**config.mk**
```make
export PLATFORM = sky130hd
export DESIGN_NAME = sdhci_cmd_rsp_rx_flat
export DESIGN_NICKNAME = d
export VERILOG_FILES = /design/src/rtl/sdhci_cmd_rsp_rx_if.sv /design/src/rtl/sdhci_cmd_rsp_rx.sv /design/src/flat_wrapper.sv
export SDC_FILE = /design/constraint.sdc
export NUM_CORES = 1
export LEC_CHECK = 0
export BUFFER_PORTS_ARGS = -buffer_cell sky130_fd_sc_hd__buf_2
export CORE_MARGIN = 2
export CORE_UTILIZATION = 51
export CTS_BUF_LIST = sky130_fd_sc_hd__clkbuf_16
export CTS_CLUSTER_DIAMETER = 40
export DETAILED_ROUTE_END_ITERATION = 12
export GPL_TIMING_DRIVEN = 0
export PLACE_DENSITY = 0.73
export SLEW_MARGIN = 10
export SYNTH_ARGS = -nofsm -noshare
export SYNTH_HDL_FRONTEND = slang
export SYNTH_SLANG_ARGS = --single-unit
```
**constraint.sdc**
```tcl
create_clock -name clk_i -period 2.2 [get_ports clk_i]
set_input_delay 0.44 -clock clk_i [delete_from_list [all_inputs] [get_ports clk_i]]
set_output_delay 0.44 -clock clk_i [all_outputs]
set_load 0.01 [all_outputs]
```
**src/rtl/sdhci_cmd_rsp_rx_if.sv**
```systemverilog
// Control/status bundle between the CMD response receiver and the register file / issue sequencer.
// Signal suffixes are from the receiver's point of view.
interface sdhci_cmd_rsp_rx_if #(
    parameter int RspWidth = 120
);
    logic                sd_clk_en_i;
    logic                sd_cmd_i;
    logic                start_i;
    logic                long_i;
    logic [5:0]          exp_index_i;
    logic                check_index_i;
    logic                check_crc_i;
    logic                abort_i;
    logic                busy_o;
    logic                done_o;
    logic [RspWidth-1:0] response_o;
    logic                timeout_err_o;
    logic                crc_err_o;
    logic                index_err_o;
    logic                end_bit_err_o;

    modport master (
        output sd_clk_en_i, sd_cmd_i, start_i, long_i, exp_index_i,
               check_index_i, check_crc_i, abort_i,
        input  busy_o, done_o, response_o, timeout_err_o, crc_err_o,
               index_err_o, end_bit_err_o
    );

    modport slave (
        input  sd_clk_en_i, sd_cmd_i, start_i, long_i, exp_index_i,
               check_index_i, check_crc_i, abort_i,
        output busy_o, done_o, response_o, timeout_err_o, crc_err_o,
               index_err_o, end_bit_err_o
    );
endinterface

```
**src/rtl/sdhci_cmd_rsp_rx.sv**
```systemverilog
// SD CMD-line response receiver: deserialises 48-bit or 136-bit (R2) responses,
// checks framing/index/CRC7 and enforces the Ncr start-bit timeout.
module sdhci_cmd_rsp_rx #(
    parameter int TimeoutSdClks = 64,
    parameter int RspWidth      = 120
) (
    input  logic              clk_i,
    input  logic              rst_ni,
    sdhci_cmd_rsp_rx_if.slave bus
);
    localparam int LenShort = 48;
    localparam int LenLong  = 136;
    localparam int CntMax   = (TimeoutSdClks > LenLong) ? TimeoutSdClks : LenLong;
    localparam int CntW     = $clog2(CntMax + 1);

    typedef enum logic [1:0] {IDLE, WAIT_START, RECV, DONE} state_e;

    state_e              state_q, state_d;
    logic                long_q, long_d;
    logic [5:0]          exp_idx_q, exp_idx_d;
    logic                chk_idx_q, chk_idx_d;
    logic                chk_crc_q, chk_crc_d;
    logic [CntW-1:0]     cnt_q, cnt_d;
    logic [RspWidth-1:0] sr_q, sr_d;
    logic [5:0]          idx_q, idx_d;
    logic [6:0]          rcrc_q, rcrc_d;
    logic [6:0]          crc_q, crc_d;
    logic                trans_q, trans_d;
    logic [RspWidth-1:0] rsp_q, rsp_d;
    logic                tmo_err_q, tmo_err_d;
    logic                crc_err_q, crc_err_d;
    logic                idx_err_q, idx_err_d;
    logic                end_err_q, end_err_d;

    logic                strobe;
    logic                bit_in;
    logic                crc_fb;
    logic                tmo_last;
    logic [CntW-1:0]     len_m1;
    logic [CntW-1:0]     crc_first;

    assign strobe    = bus.sd_clk_en_i;
    assign bit_in    = bus.sd_cmd_i;
    assign crc_fb    = bit_in ^ crc_q[6];
    assign tmo_last  = (cnt_q == CntW'(TimeoutSdClks - 1));
    assign len_m1    = long_q ? CntW'(LenLong - 1) : CntW'(LenShort - 1);
    // A zero start bit leaves a zero CRC unchanged, so short frames can begin at the transmission bit.
    assign crc_first = long_q ? CntW'(8) : CntW'(1);

    always_ff @(posedge clk_i or negedge rst_ni) begin
        if (!rst_ni) begin
            state_q <= IDLE;
        end else begin
            state_q <= state_d;
        end
    end

    always_comb begin
        state_d = state_q;
        if (bus.abort_i) begin
            state_d = IDLE;
        end else begin
            unique case (state_q)
                IDLE:       if (bus.start_i) state_d = WAIT_START;
                WAIT_START: if (strobe) begin
                    if (!bit_in)       state_d = RECV;
                    else if (tmo_last) state_d = DONE;
                end
                RECV:       if (strobe && cnt_q == len_m1) state_d = DONE;
                DONE:       state_d = IDLE;
                default:    state_d = IDLE;
            endcase
        end
    end

    always_comb begin
        long_d    = long_q;
        exp_idx_d = exp_idx_q;
        chk_idx_d = chk_idx_q;
        chk_crc_d = chk_crc_q;
        cnt_d     = cnt_q;
        sr_d      = sr_q;
        idx_d     = idx_q;
        rcrc_d    = rcrc_q;
        crc_d     = crc_q;
        trans_d   = trans_q;
        rsp_d     = rsp_q;
        tmo_err_d = tmo_err_q;
        crc_err_d = crc_err_q;
        idx_err_d = idx_err_q;
        end_err_d = end_err_q;
        if (!bus.abort_i) begin
            unique case (state_q)
                IDLE: if (bus.start_i) begin
                    long_d    = bus.long_i;
                    exp_idx_d = bus.exp_index_i;
                    chk_idx_d = bus.check_index_i;
                    chk_crc_d = bus.check_crc_i;
                    cnt_d     = '0;
                    sr_d      = '0;
                    idx_d     = '0;
                    rcrc_d    = '0;
                    crc_d     = '0;
                    trans_d   = 1'b0;
                    rsp_d     = '0;
                    tmo_err_d = 1'b0;
                    crc_err_d = 1'b0;
                    idx_err_d = 1'b0;
                    end_err_d = 1'b0;
                end
                WAIT_START: if (strobe) begin
                    if (!bit_in)       cnt_d = CntW'(1);
                    else if (tmo_last) tmo_err_d = 1'b1;
                    else               cnt_d = cnt_q + CntW'(1);
                end
                RECV: if (strobe) begin
                    // cnt_q is the position of the incoming bit counted from the start bit.
                    cnt_d = cnt_q + CntW'(1);
                    if (cnt_q == CntW'(1)) trans_d = bit_in;
                    if (cnt_q >= CntW'(2) && cnt_q <= CntW'(7)) idx_d = {idx_q[4:0], bit_in};
                    if (cnt_q >= CntW'(8) && cnt_q <= len_m1 - CntW'(8)) sr_d = {sr_q[RspWidth-2:0], bit_in};
                    if (cnt_q >= crc_first && cnt_q <= len_m1 - CntW'(8))
                        crc_d = {crc_q[5:0], 1'b0} ^ (crc_fb ? 7'h09 : 7'h00);
                    if (cnt_q > len_m1 - CntW'(8) && cnt_q < len_m1) rcrc_d = {rcrc_q[5:0], bit_in};
                    if (cnt_q == len_m1) begin
                        rsp_d     = sr_q;
                        end_err_d = !bit_in || trans_q;
                        crc_err_d = chk_crc_q && (crc_q != rcrc_q);
                        idx_err_d = chk_idx_q && !long_q && (idx_q != exp_idx_q);
                    end
                end
                DONE:    ;
                default: ;
            endcase
        end
    end

    always_ff @(posedge clk_i or negedge rst_ni) begin
        if (!rst_ni) begin
            long_q    <= 1'b0;
            exp_idx_q <= '0;
            chk_idx_q <= 1'b0;
            chk_crc_q <= 1'b0;
            cnt_q     <= '0;
            sr_q      <= '0;
            idx_q     <= '0;
            rcrc_q    <= '0;
            crc_q     <= '0;
            trans_q   <= 1'b0;
            rsp_q     <= '0;
            tmo_err_q <= 1'b0;
            crc_err_q <= 1'b0;
            idx_err_q <= 1'b0;
            end_err_q <= 1'b0;
        end else begin
            long_q    <= long_d;
            exp_idx_q <= exp_idx_d;
            chk_idx_q <= chk_idx_d;
            chk_crc_q <= chk_crc_d;
            cnt_q     <= cnt_d;
            sr_q      <= sr_d;
            idx_q     <= idx_d;
            rcrc_q    <= rcrc_d;
            crc_q     <= crc_d;
            trans_q   <= trans_d;
            rsp_q     <= rsp_d;
            tmo_err_q <= tmo_err_d;
            crc_err_q <= crc_err_d;
            idx_err_q <= idx_err_d;
            end_err_q <= end_err_d;
        end
    end

    always_comb begin
        bus.busy_o        = (state_q == WAIT_START) || (state_q == RECV);
        bus.done_o        = (state_q == DONE);
        bus.response_o    = rsp_q;
        bus.timeout_err_o = tmo_err_q;
        bus.crc_err_o     = crc_err_q;
        bus.index_err_o   = idx_err_q;
        bus.end_bit_err_o = end_err_q;
    end
endmodule

```
**src/flat_wrapper.sv**
```systemverilog
// flat-port wrapper written by rule: the top's interface ports become plain ports
module sdhci_cmd_rsp_rx_flat 
#(
    parameter int TimeoutSdClks = 64,
    parameter int RspWidth      = 120
)
  (clk_i, rst_ni, bus_sd_clk_en_i, bus_sd_cmd_i, bus_start_i, bus_long_i, bus_exp_index_i, bus_check_index_i, bus_check_crc_i, bus_abort_i, bus_busy_o, bus_done_o, bus_response_o, bus_timeout_err_o, bus_crc_err_o, bus_index_err_o, bus_end_bit_err_o);
  sdhci_cmd_rsp_rx_if #(.RspWidth(RspWidth)) bus_i ();
  input  logic clk_i;
  input  logic rst_ni;
  input wire logic [$bits(bus_i.sd_clk_en_i)-1:0] bus_sd_clk_en_i;
  input wire logic [$bits(bus_i.sd_cmd_i)-1:0] bus_sd_cmd_i;
  input wire logic [$bits(bus_i.start_i)-1:0] bus_start_i;
  input wire logic [$bits(bus_i.long_i)-1:0] bus_long_i;
  input wire logic [$bits(bus_i.exp_index_i)-1:0] bus_exp_index_i;
  input wire logic [$bits(bus_i.check_index_i)-1:0] bus_check_index_i;
  input wire logic [$bits(bus_i.check_crc_i)-1:0] bus_check_crc_i;
  input wire logic [$bits(bus_i.abort_i)-1:0] bus_abort_i;
  output wire logic [$bits(bus_i.busy_o)-1:0] bus_busy_o;
  output wire logic [$bits(bus_i.done_o)-1:0] bus_done_o;
  output wire logic [$bits(bus_i.response_o)-1:0] bus_response_o;
  output wire logic [$bits(bus_i.timeout_err_o)-1:0] bus_timeout_err_o;
  output wire logic [$bits(bus_i.crc_err_o)-1:0] bus_crc_err_o;
  output wire logic [$bits(bus_i.index_err_o)-1:0] bus_index_err_o;
  output wire logic [$bits(bus_i.end_bit_err_o)-1:0] bus_end_bit_err_o;
  assign bus_i.sd_clk_en_i = bus_sd_clk_en_i;
  assign bus_i.sd_cmd_i = bus_sd_cmd_i;
  assign bus_i.start_i = bus_start_i;
  assign bus_i.long_i = bus_long_i;
  assign bus_i.exp_index_i = bus_exp_index_i;
  assign bus_i.check_index_i = bus_check_index_i;
  assign bus_i.check_crc_i = bus_check_crc_i;
  assign bus_i.abort_i = bus_abort_i;
  assign bus_busy_o = bus_i.busy_o;
  assign bus_done_o = bus_i.done_o;
  assign bus_response_o = bus_i.response_o;
  assign bus_timeout_err_o = bus_i.timeout_err_o;
  assign bus_crc_err_o = bus_i.crc_err_o;
  assign bus_index_err_o = bus_i.index_err_o;
  assign bus_end_bit_err_o = bus_i.end_bit_err_o;
  sdhci_cmd_rsp_rx #(.TimeoutSdClks(TimeoutSdClks), .RspWidth(RspWidth)) u_core (.clk_i(clk_i), .rst_ni(rst_ni), .bus(bus_i));
endmodule
```
Word level (Yosys, flattened, before mapping):

Index checks and enable logic that the tools add are counted.

* mux-type cells: 51
* equal/unequal tests: 24
* reductions and logical operators: 26
* add/sub/neg operators: 2
* $lt $le $gt $ge: 7
* bitwise operators: 3

Operators by type and width (number)
* 120-bit 2-to-1 mux: 5
* 120-bit case mux with 2 select lines: 2
* 8-bit 2-to-1 mux: 6
* 7-bit 2-to-1 mux: 5
* 5-bit AND reduction: 6
* 7-bit case mux with 2 select lines: 2
* 8-bit case mux with 3 select lines: 1
* 6-bit 2-to-1 mux: 3
* 2-bit by 1-bit != test with 1-bit output, second input constant: 7
* 1-bit 2-to-1 mux: 12
* 2-bit 2-to-1 mux: 6
* 6-bit case mux with 2 select lines: 1
* 6-bit AND reduction: 2
* 1-bit case mux with 2 select lines: 5
* 3-bit != test, second input constant: 3
* 8-bit by 1-bit adder with 8-bit output, second input constant: 1
* 8-bit by 1-bit equality test with 1-bit output, second input constant: 1
* 8-bit by 6-bit equality test with 1-bit output, second input constant: 1
* 8-bit equality test: 1
* 8-bit by 2-bit greater-or-equal comparator with 1-bit output, second input constant: 1
* 8-bit by 4-bit greater-or-equal comparator with 1-bit output, second input constant: 1
* 8-bit greater-or-equal comparator: 1
* 8-bit > comparator: 1
* 8-bit by 3-bit less-or-equal comparator with 1-bit output, second input constant: 1
* 23 further kinds: 38

* input bits: 15
* bits in registers: 284
* output and inout port bits: 126
* word-level logic and storage cells: 129

Logic depth before layout (Yosys ltp):

* depth in word-level cells: 7
* gate-level depth with buffers: 9
* mapped depth without buffers: 6

Worst setup path before layout:

OpenSTA, ideal clock, no wires.

* path kind: register -> register
* from: reg u_core.state_q[0]
* to: reg u_core.cnt_q[7]
* data required time: 2.108 ns
* path slack: -0.186 ns
* period minus slack after synthesis: 2.386 ns
* setup time: 0.092 ns
* arrival time: 2.294 ns
* stages on the path, launching flop included: 9
* path buffers: 2
* cell sequence: dfrtp_1 -> inv_1 -> ha_1 -> nor2b_4 -> or4_1 -> buf_2 -> or4_1 -> buf_2 -> o31ai_2

* longest elaborated chain between the ends: 3
* elaborated cells between the ends (all ways): 10
* classes of those cells: eq/ne (6); mux (1); reduce/logical (3)

RTL lines
* start, declared: line sdhci_cmd_rsp_rx.sv:18 `state_e state_q, state_d;`
* start signal, assigned: line sdhci_cmd_rsp_rx.sv:54 `state_q <= state_d;`
* 2-bit by 1-bit equality test with 1-bit output (tied with other cells): line sdhci_cmd_rsp_rx.sv:93 `unique case (state_q)`
* 3-bit != test (no line) (tied with other cells)
* 6-bit AND reduction (no line)
* end signal, assigned: line sdhci_cmd_rsp_rx.sv:160 `cnt_q <= cnt_d;`
* end, declared: line sdhci_cmd_rsp_rx.sv:23 `logic [CntW-1:0] cnt_q, cnt_d;`

Parallel ways exist; a longest one is shown, timed or not.
A chain may end at the register's enable or synchronous reset.

Final worst setup path:

* from: reg u_core.cnt_q[7]
* to: reg u_core.rsp_q[85] (netlist: u_core.bus.response_o[85])

* longest elaborated chain between the ends: 3

RTL lines
* 8-bit equality test: line sdhci_cmd_rsp_rx.sv:125 `if (cnt_q == len_m1) begin`
* 2-bit by 1-bit != test with 1-bit output (no line)
* 5-bit AND reduction (no line)
* end signal, assigned: line sdhci_cmd_rsp_rx.sv:166 `rsp_q <= rsp_d;`
* end, declared: line sdhci_cmd_rsp_rx.sv:29 `logic [RspWidth-1:0] rsp_q, rsp_d;`

No other way between the ends.

==> flow_metrics.env <==
export IMPL_crit_type="reg2reg"
export IMPL_drv_cap=0
export IMPL_via_per_inst=6.03
export IMPL_tns_ps=-35550
export IMPL_post_route_util_pct=68.0
export IMPL_drtPass1Iterations=5
export IMPL_slew_headroom_pct=61.4
export IMPL_avgSynthCellArea_um2=10.3
export IMPL_vias=11800
export IMPL_ys_warn_count=0
export IMPL_dpl_cell_area_um2=15300
export IMPL_cts_path_max_buffers=3
export IMPL_synth_edf_count=0
export IMPL_critPathMaxFanout=6
export IMPL_cts_max_level=2
export IMPL_grt_pass1_vias=11500
export IMPL_hpwl_mm=23.7
export IMPL_synthesis_nets=1389
export IMPL_start_util_pct=51.9
export IMPL_cts_buffers_inserted=40
export IMPL_setup_viol=254
export IMPL_wl_per_cell_um=20.1
export IMPL_syn_to_final_growth_pct=30.9
export IMPL_n_antenna_cell=0
export IMPL_setup_worst_path_end_class="flip-flop"
export IMPL_synth_distinct_cells=60
export IMPL_ir_worst_vdd_mv=0.571
export IMPL_p_leak_nw=8.31
export IMPL_yosysTopAreaCellShare_pct=50.8
export IMPL_fin_skew_ps=17.9
export IMPL_die_h_um=170
export IMPL_setup_ws_ps=-233
export IMPL_required_ps=2600
export IMPL_ys_seq_elements=284
export IMPL_synth_seq_area_share_pct=50.8
export IMPL_fin_nets=1621
export IMPL_start_kind="flip-flop"
export IMPL_cts_root_buf="clkbuf_16"
export IMPL_worstMarginPinSlew_ps=579
export IMPL_rows=60
export IMPL_rsz0062_at_grt="true"
export IMPL_die_area_um2=28800
export IMPL_hp_start="bus_exp_index_i[0]"
export IMPL_hold_class="in2reg"
export IMPL_clock_latency_ps=530
export IMPL_synth_commonest_cells="284 x dfrtp_1, 266 x nand2_1, 198 x o211ai_1, 75 x mux2_2, 74 x and2_1"
export IMPL_route_detailed_drc=0
export IMPL_synthTopCellsByArea="dfrtp_1 51%, o211ai_1 11%, nand2_1 7.1%"
export IMPL_violations="negative setup slack"
export IMPL_fmax_ghz=0.411
export IMPL_synth_top_area_cell="dfrtp_1"
export IMPL_hold_path_cell_count=2
export IMPL_design_area_um2=18300
export IMPL_worstRegToRegCells=8
export IMPL_hold_end="u_core.exp_idx_q[0]"
export IMPL_synthArstFlopShare_pct=100
export IMPL_synth_area_um2=14000
export IMPL_r2r_setup_slack_ps=-230
export IMPL_cts_tree="yes"
export IMPL_grt_util_all_layers_pct=26.4
export IMPL_status="complete, but fails checks"
export IMPL_io_buffers=139
export IMPL_finalMaxSlewViolations=0
export IMPL_gp_congestion=0.849
export IMPL_hold_viol_final=0
export IMPL_drt_total_wl_mm=39.5
export IMPL_die_w_um=170
export IMPL_finalCritPeriodShare_pct=111
export IMPL_pwr_density_cell_nw_per_um2=1150
export IMPL_grt_first_pass_wirelength_mm=61.5
export IMPL_clkSinkCount=284
export IMPL_core_um2=27000
export IMPL_arrival_ps=2830
export IMPL_io_pins=141
export IMPL_drt_iter0_markers=993
export IMPL_layout_drive_gt1_share_pct=31.0
export IMPL_syn_inst=1357
export IMPL_worstReg2RegStart="u_core.cnt_q[7]"
export IMPL_worstReg2RegEnd="u_core.bus.response_o[85]"
export IMPL_synth_ff_type="dfrtp_1"
export IMPL_clk_pin_slew_ps=60
export IMPL_fin_crit_ps=2430
export IMPL_grt_max_degree=91
export IMPL_route_antenna_remaining_nets=0
export IMPL_gr_total_overflow=0
export IMPL_synth_most_common_cell="dfrtp_1"
export IMPL_antenna_found_initial=0
==> routing by layer <==
| layer | GRT usage, % | share of wire [%] | vias to the layer above |
|---|---|---|---|
| met2 | 41.7 | 47 | 510 |
| li1 | - | - | 5376 |
| met4 | 10.3 | 3.5 | 0 |
| met1 | 36.5 | 42 | 5814 |
| met5 | 0 | 0 | - |
| met3 | 4.80 | 6.7 | 126 |
==> timing repair <==
item	4_1_cts	5_1_grt
setup endpoints to repair	273	327
setup buffers	18	19
resized for setup	206	56
gates cloned	6	8
hold buffers	1	0
hold endpoints to repair	48	0
pin swaps	38	19
==> cell families after synthesis <==
group	Yosys count	synth area share, %
buf+inv	190	5.52
mux	131	10.0
simple gates	399	13.1
xor+xnor	15	0.939
flops	284	50.8
compound gates	321	18.1
fa+ha+maj	17	1.52
==> power breakdown <==
group | internal, mW | switching (mW)
clock network | 4.59 | 2.57
registers | 6.35 | 0.914
logic | 3.00 | 3.57
total | 13.9 | 7.05
==> sequential cells by signal, summed over array words and instances (netlist names) <==
name                      cells
u_core.idx_q                  6
u_core.rcrc_q                 7
u_core.bus.crc_err_o          1
u_core.exp_idx_q              6
u_core.state_q                2
u_core.bus.end_bit_err_o      1
u_core.chk_crc_q              1
u_core.sr_q                 120
u_core.chk_idx_q              1
u_core.cnt_q                  8
u_core.bus.response_o       120
u_core.bus.timeout_err_o      1
u_core.crc_q                  7
u_core.trans_q                1
u_core.long_q                 1
u_core.bus.index_err_o        1
==> metrics by stage <==
stage               setup slack (ps)  total power [mW]  hold WS (ps)  instances
global placement               -4710              12.0           473       1837
global route                    -270              21.9           143       1961
finish                          -233              21.0           146       1961
detailed placement             -1050              12.2           372       1840
CTS                            -97.0              20.1           135       1935
floorplan                       -111              10.5           144       1357
==> final cells by class <==
type / count / area, µm²
well taps: 341 / 427
fillers: 1931 / 8630
repair buffers: 194 / 1530
multi-input cells: 883 / 6480
flip-flops and latches: 284 / 7110
clock inverters: 31 / 442
inverters: 66 / 255
plain buffers: 120 / 1020
clock buffers: 42 / 1050
==> critical path, cell delays in order, from the launching register on <==
cell	delay, ps
dfrtp_2	490
ha_4	300
nor4bb_4	380
nand2_2	130
a21oi_4	200
buf_12	160
buf_12	160
clkbuf_16	150
mux2_2	320
==> worst max-delay path by stage <==
stage | cells past startpoint | startpoint | slack (ps) | end
final | 8 | u_core.cnt_q[7] | -230 | u_core.bus.response_o[85]
after global routing | 6 | u_core.cnt_q[3] | -270 | u_core.sr_q[39]
after CTS | 7 | u_core.long_q | -100 | u_core.bus.response_o[104]
after detailed placement | 8 | u_core.state_q[0] | -1050 | u_core.sr_q[0]
after global placement | 1 | rst_ni | -4710 | u_core.bus.response_o[31]
after floorplan | 8 | u_core.state_q[0] | -110 | u_core.cnt_q[7]
==> layout by cell type (no fill, tap or decap), types with 10 or more instances in the layout <==
cell type / count
clkbuf_16: 52
clkbuf_1: 13
o2111ai_1: 55
clkbuf_2: 40
buf_8: 13
buf_6: 11
buf_2: 155
ha_1: 10
inv_1: 62
mux2i_1: 55
o211ai_1: 198
buf_4: 29
mux2_2: 75
clkbuf_4: 10
and2_1: 74
dfrtp_1: 278
buf_12: 21
nand2_1: 265
nand3_1: 13
Power figures use the tool's default switching activity.
